===== config.mk =====
export PLATFORM = sky130hd
export DESIGN_NAME = seg_display_arbiter
export DESIGN_NICKNAME = d
export VERILOG_FILES = /design/src/rtl/seg_display_arbiter.sv
export SDC_FILE = /design/constraint.sdc
export NUM_CORES = 1
export LEC_CHECK = 0
export BUFFER_PORTS_ARGS = -buffer_cell sky130_fd_sc_hd__buf_2
export CAP_MARGIN = 20
export CORE_MARGIN = 5
export CORE_UTILIZATION = 45
export DETAILED_ROUTE_END_ITERATION = 7
export GPL_ROUTABILITY_DRIVEN = 0
export PLACE_DENSITY = 0.84
export SLEW_MARGIN = 20
export SYNTH_ARGS = -nofsm -noshare
export SYNTH_HDL_FRONTEND = slang
export SYNTH_SLANG_ARGS = --single-unit
export TNS_END_PERCENT = 100

===== constraint.sdc =====
create_clock -name clk -period 3.6 [get_ports clk]
set_input_delay 0.36 -clock clk [delete_from_list [all_inputs] [get_ports clk]]
set_output_delay 0.36 -clock clk [all_outputs]
set_load 0.02 [all_outputs]

===== src/rtl/seg_display_arbiter.sv =====
// seg_display_arbiter
// Round-robin arbiter sharing one 32-bit, 8-digit seven-segment display word
// between four requesters. The winner's word is registered onto seg_out and
// held for HOLD_CYCLES clocks before another requester may take the display.
module seg_display_arbiter #(
   parameter int          HOLD_CYCLES = 100_000_000,
   parameter int          CNT_W       = 27,
   parameter logic [31:0] INIT_SEG    = 32'h0000_0000
) (
   input  logic        clk,
   input  logic        reset,
   input  logic [3:0]  req,
   input  logic [31:0] data0,
   input  logic [31:0] data1,
   input  logic [31:0] data2,
   input  logic [31:0] data3,
   output logic [3:0]  ack,
   output logic [31:0] seg_out,
   output logic [1:0]  owner,
   output logic        busy
);

   typedef enum logic [0:0] {
      IDLE = 1'b0,
      HOLD = 1'b1
   } state_t;

   // Counter load value: the grant edge itself plus HOLD_CYCLES-1 decrements
   // gives exactly HOLD_CYCLES cycles of busy.
   localparam logic [CNT_W-1:0] HOLD_LOAD = CNT_W'(HOLD_CYCLES - 1);

   state_t            state_r, state_s;
   logic [CNT_W-1:0]  cnt_r, cnt_s;
   logic [1:0]        last_r, last_s;
   logic [31:0]       seg_r, seg_s;
   logic [3:0]        ack_r, ack_s;
   logic [1:0]        owner_r, owner_s;
   logic              busy_r, busy_s;
   logic [2:0]        win_s;
   logic [31:0]       win_data_s;

   // Round-robin pick: first set request scanning last+1, last+2, last+3, last.
   // Returns {found, index}. Scanning from the far end lets the nearest
   // candidate overwrite the result, giving it priority.
   function automatic logic [2:0] pick_winner(input logic [3:0] r, input logic [1:0] last);
      logic [2:0] res;
      logic [1:0] idx;
      res = 3'b000;
      for (int k = 4; k >= 1; k--) begin
         idx = last + 2'(k);
         if (r[idx]) begin
            res = {1'b1, idx};
         end else begin
            res = res;
         end
      end
      return res;
   endfunction

   assign win_s = pick_winner(req, last_r);

   // Select the candidate winner's data word.
   always_comb begin
      win_data_s = 32'h0000_0000;
      case (win_s[1:0])
         2'd0:    win_data_s = data0;
         2'd1:    win_data_s = data1;
         2'd2:    win_data_s = data2;
         2'd3:    win_data_s = data3;
         default: win_data_s = 32'h0000_0000;
      endcase
   end

   // Next-state and next-output logic for the IDLE/HOLD arbitration FSM.
   always_comb begin
      state_s = state_r;
      cnt_s   = cnt_r;
      last_s  = last_r;
      seg_s   = seg_r;
      ack_s   = 4'b0000;
      owner_s = owner_r;
      busy_s  = busy_r;
      case (state_r)
         IDLE: begin
            if (win_s[2]) begin
               seg_s   = win_data_s;
               ack_s   = 4'b0001 << win_s[1:0];
               owner_s = win_s[1:0];
               last_s  = win_s[1:0];
               cnt_s   = HOLD_LOAD;
               busy_s  = 1'b1;
               state_s = HOLD;
            end else begin
               state_s = IDLE;
            end
         end
         HOLD: begin
            if (cnt_r != {CNT_W{1'b0}}) begin
               cnt_s   = cnt_r - {{(CNT_W-1){1'b0}}, 1'b1};
               state_s = HOLD;
            end else begin
               state_s = IDLE;
               busy_s  = 1'b0;
            end
         end
         default: begin
            state_s = IDLE;
            busy_s  = 1'b0;
         end
      endcase
   end

   // State and output registers; reset discards any grant in flight.
   always_ff @(posedge clk) begin
      if (reset) begin
         state_r <= IDLE;
         cnt_r   <= {CNT_W{1'b0}};
         last_r  <= 2'd3;
         seg_r   <= INIT_SEG;
         ack_r   <= 4'b0000;
         owner_r <= 2'd0;
         busy_r  <= 1'b0;
      end else begin
         state_r <= state_s;
         cnt_r   <= cnt_s;
         last_r  <= last_s;
         seg_r   <= seg_s;
         ack_r   <= ack_s;
         owner_r <= owner_s;
         busy_r  <= busy_s;
      end
   end

   assign ack     = ack_r;
   assign seg_out = seg_r;
   assign owner   = owner_r;
   assign busy    = busy_r;

endmodule


Word-level counts from Yosys, hierarchy flattened
Index checks and enable logic that the tools add are counted.

Flip-flop bits (word level): 69. Latch bits: 0. RAM bits: 0. Memory bits (read-only): 0. Input bits: 134. Output and inout port bits: 39. Logic and storage cells: 52. Memories: 0.

Add/sub/neg operators: 4. Multiply operators: 0. Divide/modulo/power cells: 0. Magnitude comparators: 4. Equal/unequal tests: 6. Shift operators: 1. Muxes and demuxes: 22. Bitwise gates (word level): 2. Reduce and logical (&&, ||, !) cells: 6.

Operator list (count): 32-bit case mux with 4 select lines (1); 27-bit 2-to-1 mux (2); 27-bit case mux with 2 select lines (1); 27-bit nonzero test (1); 27-bit by 1-bit subtractor with 27-bit output, second input constant (1); 2-bit by 3-bit < comparator with 1-bit output, second input constant (4); 3-bit 2-to-1 mux (4); 1-bit binary-select mux with 2-bit select (4); 1-bit 2-to-1 mux (8); 2-bit AND reduction (3); 2-bit adder, second input constant (2); 2-bit == test, second input constant (2); 2-bit != test, second input constant (2); 1-bit case mux with 2 select lines (2); 1-bit by 2-bit << shifter with 4-bit output, first input constant (1); 3-bit OR reduction (1); 2-bit by 1-bit adder with 2-bit output, second input constant (1); 2-bit by 1-bit == test with 1-bit output, second input constant (1); 2-bit zero test (1); 2-bit by 1-bit != test with 1-bit output, second input constant (1); 1-bit inverter (2).

Longest topological paths before layout
Depth in word-level cells: 8. Mapped depth: 7. Depth with buffers taken out: 7.

Worst setup path before layout
OpenSTA, ideal clock, no wires.

Path kind: register -> register. Start: register cnt_r[18]. End: register cnt_r[25]. Library setup time: 0.070 ns. Data arrival time: 2.116 ns. Data required time: 3.530 ns. Slack: 1.414 ns. Cell stages (with the launch flop): 7. Path buffers: 1. Clock period less this slack: 2.186 ns. Path through: dfxtp_1 > or4_1 > buf_2 > or3_1 > or3_1 > or4_1 > a21oi_1.

Cells in the longest elaborated chain, start to end: 3. Elaborated cells on any way between the ends: 6. Those cells by class: add/sub: 1; eq/ne: 1; mux: 2; reduce/logical: 2.

Ends and longest elaborated chain: from (decl) (RTL line 33) `logic [CNT_W-1:0] cnt_r, cnt_s;`; from (signal assigned) (RTL line 117) `cnt_r <= {CNT_W{1'b0}};`; from (signal assigned) (RTL line 125) `cnt_r <= cnt_s;`; 27-bit by 1-bit subtractor with 27-bit output or 27-bit nonzero test (tied branches) (RTL line 99, 98); 27-bit 2-to-1 mux or 2-bit by 1-bit != test with 1-bit output (tied branches); 27-bit case mux with 2 select lines or 2-bit AND reduction (tied branches).

Parallel ways exist; a longest one is shown, timed or not. The select of a mux whose other input is x is not followed. A chain may end at the register's enable or synchronous reset.

Worst setup path after layout
Start: register state_r. End: register cnt_r[6].

Cells in the longest elaborated chain, start to end: 3. Elaborated cells on any way between the ends: 5. Those cells by class: eq/ne: 2; mux: 1; bitwise: 1; reduce/logical: 1.

Ends and longest elaborated chain: from (decl) (RTL line 32) `state_t state_r, state_s;`; from (signal assigned) (RTL line 124) `state_r <= state_s;`; 1-bit inverter (no source line); 2-bit != test (no source line); 2-bit AND reduction (no source line).

Parallel ways exist; a longest one is shown, timed or not.

==> metrics.yaml <==
ys_types: 48
synth_area_um2: 4060
synth.avg_cell_area_um2: 8.008
ios: 173
timing_worst_setup_path_type: "reg -> reg"
num_antenna_cells: 0
max_freq_mhz: 374.9
ys_top_cells_by_area: "dfxtp_1 34%, mux2i_1 8.1%, and4_1 7.1%"
start_kind: "flip-flop"
cp.required_ns: 3.80
dp_hpwl_mm: 9.599
synthSimpleGateAreaFrac_pct: 23.20
clk_latency_ns: 0.34
drt_iter0_drc: 256
worstSetupEndpointType: "flip-flop"
clock_path_buffers: 2
power_frac_comb_pct: 25.0
tightestPinTransition_ns: 0.8393
hold_path.class: "in -> reg"
dr.pass1.iters: 5
routedWlPerCell_um: 16.63
p_sw_share_pct: 29.83
p_sw_uw: 657.2
fill_cells: 761
overflow: 0
final_layout_size_suffix_gt1_share_pct: 31.81
synth-seq-cells: 69
cts_root_buf: "clkbuf_8"
core_um2: 8763
ys_warn_count: 0
slew_headroom_pct: 43.53
row_count: 34
cts.sinks: 69
grt_setup_unrepaired: "false"
die_area_um2: 11020
grt_util_all_layers_pct: 22.40
cts_buffers: 9
synth_xor_area_share_pct: 2.157
postCtsSetupBuffers: 0
tns_ns: 0
drc_errors: 0
synth_top_cell_by_area: "dfxtp_1"
path_cells: "or4bb_1 > nor4_2 > a21oi_1 > a211oi_1 > a311oi_1"
die_width_um: 105.0
slowest_stage: "nor4_2"
first_global_vias: 4438
crit_path_max_fanout: 13
finalClockSkew_ns: 0.007875
ant_nets: 0
clkPwrFrac_pct: 34.7
cellLeakagePower_uw: 0.002363
outcome: "complete, no violations"
cts_tree: "built"
final-setup-viol-count: 0
pwr-share-seq_pct: 40.3
period_minus_slack_ns: 2.667
die_h_um: 105.0
post-route-period-util_pct: 74.09
worstPathArrival_ns: 2.87
hold_viol: 0
synth-compound-area-share_pct: 24.53
cp.depth: 5
seq_area_frac_synth_pct: 34.02
grt_pass1_wl_mm: 20.85
synth_top_family_by_area: "compound AO/OA/AOI/OAI gates"
muxShareOfSynthArea_pct: 8.413
synth_edf_count: 0
worst-path-buf-inv: 0
grt_max_degree: 66
holdPathStages: 3
cpLargestDelayFamily: "simple AND/OR/NAND/NOR gates"
synth_fa_ha_area_share_pct: 0.3082
initial_core_util_pct: 46.33
routed_wirelength_mm: 12.73
synth-async-reset-ratio_pct: 0
cts-hold-fix-buffers: 0
worst_hold_slack_ns: 0.3220
worstRegToRegCells: 5
ys.flop_type: "dfxtp_1"
syn2layout_area_growth_pct: 28.47
vias: 4506
slowest_delay_ns: 0.72
ir_drop_uv: 187.7
drv_slew: 0
fin_nets: 787
synth_fp_nets: 642
drv_cap: 0
power_density_nw_per_um2: 422.4
h-tree-depth: 3
routed_via_density: 5.890
cts_resized: 0
synth_cells: 507
p_int_uw: 1546
yosysTopAreaCellShare_pct: 34.02
antenna_found_initial: 0
port_buffers: 172
path_clk_slew_ns: 0.08
[routing by layer]
metal  up-vias  share of wire (%)  GRT usage (%)
li1       2181                  -              -
met1      2090                 39          26.93
met2       210                 51          39.57
met3        25                7.2          3.884
met4         0                2.3          8.584
met5         -                  0              0
[final timing paths]
kind                                start           to  slack, ns
worst max-delay path              state_r     cnt_r[6]       0.93
worst min-delay path            data1[19]  seg_out[19]       0.32
worst max register to register    state_r     cnt_r[6]       0.93
worst min register to register   owner[1]     owner[1]       0.46
[power by group through the flow]
stage          registers (uW)  logic [uW]  clock network [uW]
3_3_place_gp              900         534                   0
2_1_floorplan             949         296                   0
6_report                  887         551                 765
3_5_place_dp              902         549                   0
4_1_cts                   886         550                 772
5_1_grt                   896         599                 809
[worst reg2reg max path: stages (launching register included)]
cell      delay (ns)
dfxtp_1         0.54
or4bb_1         0.60
nor4_2          0.72
a21oi_1         0.26
a211oi_1        0.32
a311oi_1        0.08
[synthesized netlist by cell type (all sizes together) (4+ instances only)]
| master | number |
|---|---|
| nor2 | 18 |
| and4 | 33 |
| a21oi | 23 |
| xnor2 | 9 |
| buf | 5 |
| nor2b | 5 |
| a31oi | 35 |
| inv | 34 |
| a211oi | 10 |
| dfxtp | 69 |
| nand2 | 45 |
| o21ai | 36 |
| clkbuf | 40 |
| o211ai | 33 |
| nor3 | 4 |
| mux2i | 33 |
| nor4 | 7 |
| o311ai | 5 |
| or3 | 9 |
| nand2b | 4 |
| or4 | 13 |
| or2 | 8 |
[per-stage QoR]
stage	instances	util (%)	cell area [um^2]	setup WS, ns	power, uW
finish	765	59.52	5216	0.9326	2203
global route	765	59.52	5216	0.8097	2304
CTS	765	59.52	5216	0.9752	2208
detailed placement	749	56.78	4976	1.008	1451
global placement	749	56.78	4976	1.160	1433
floorplan	507	-	4060	1.414	1245
[area by class of cell]
| cell class | instances | area (um^2) | area share, % |
|---|---|---|---|
| clock buffer | 12 | 145.1 | 2.782 |
| clock inverter | 4 | 95.09 | 1.823 |
| inverter | 34 | 127.6 | 2.447 |
| multi-input combinational | 359 | 2419 | 46.37 |
| sequential | 69 | 1381 | 26.48 |
| tap | 108 | 135.1 | 2.591 |
| timing repair buffer | 179 | 913.4 | 17.51 |
[placed cells by master, fill, tap and decap left out, types with 2 or more instances in the layout]
| master | count |
|---|---|
| or4_1 | 12 |
| mux2i_1 | 33 |
| a21o_1 | 2 |
| a31oi_1 | 35 |
| nor2_1 | 17 |
| xnor2_1 | 9 |
| nor3_1 | 4 |
| o21ai_0 | 34 |
| bufinv_16 | 3 |
| nand2b_1 | 4 |
| nand2_1 | 45 |
| clkbuf_8 | 10 |
| nand3_1 | 3 |
| nor2b_1 | 5 |
| a21oi_1 | 23 |
| o211ai_1 | 33 |
| and2_1 | 3 |
| dfxtp_1 | 69 |
| nor4_1 | 6 |
| buf_4 | 7 |
| inv_1 | 34 |
| o21ai_4 | 2 |
| a211oi_1 | 9 |
| clkbuf_1 | 2 |
| and4_1 | 33 |
| or2_2 | 7 |
| buf_2 | 172 |
| or3_1 | 9 |
| o31ai_1 | 3 |
| o311ai_0 | 5 |
[state kept, by name, indices dropped and copies added (netlist names)]
signal   flops
seg_out     32
cnt_r       27
ack          4
last_r       2
owner        2
busy         1
state_r      1
[cell families after synthesis]
kind of cell / count (synthesis)
XOR/XNOR: 10
buffers and inverters: 79
AND/OR/NAND/NOR: 158
adder cells (fa/ha/maj): 1
flip-flops: 69
multiplexers: 34
AO/OA/AOI/OAI: 156
Power figures use the tool's default switching activity.
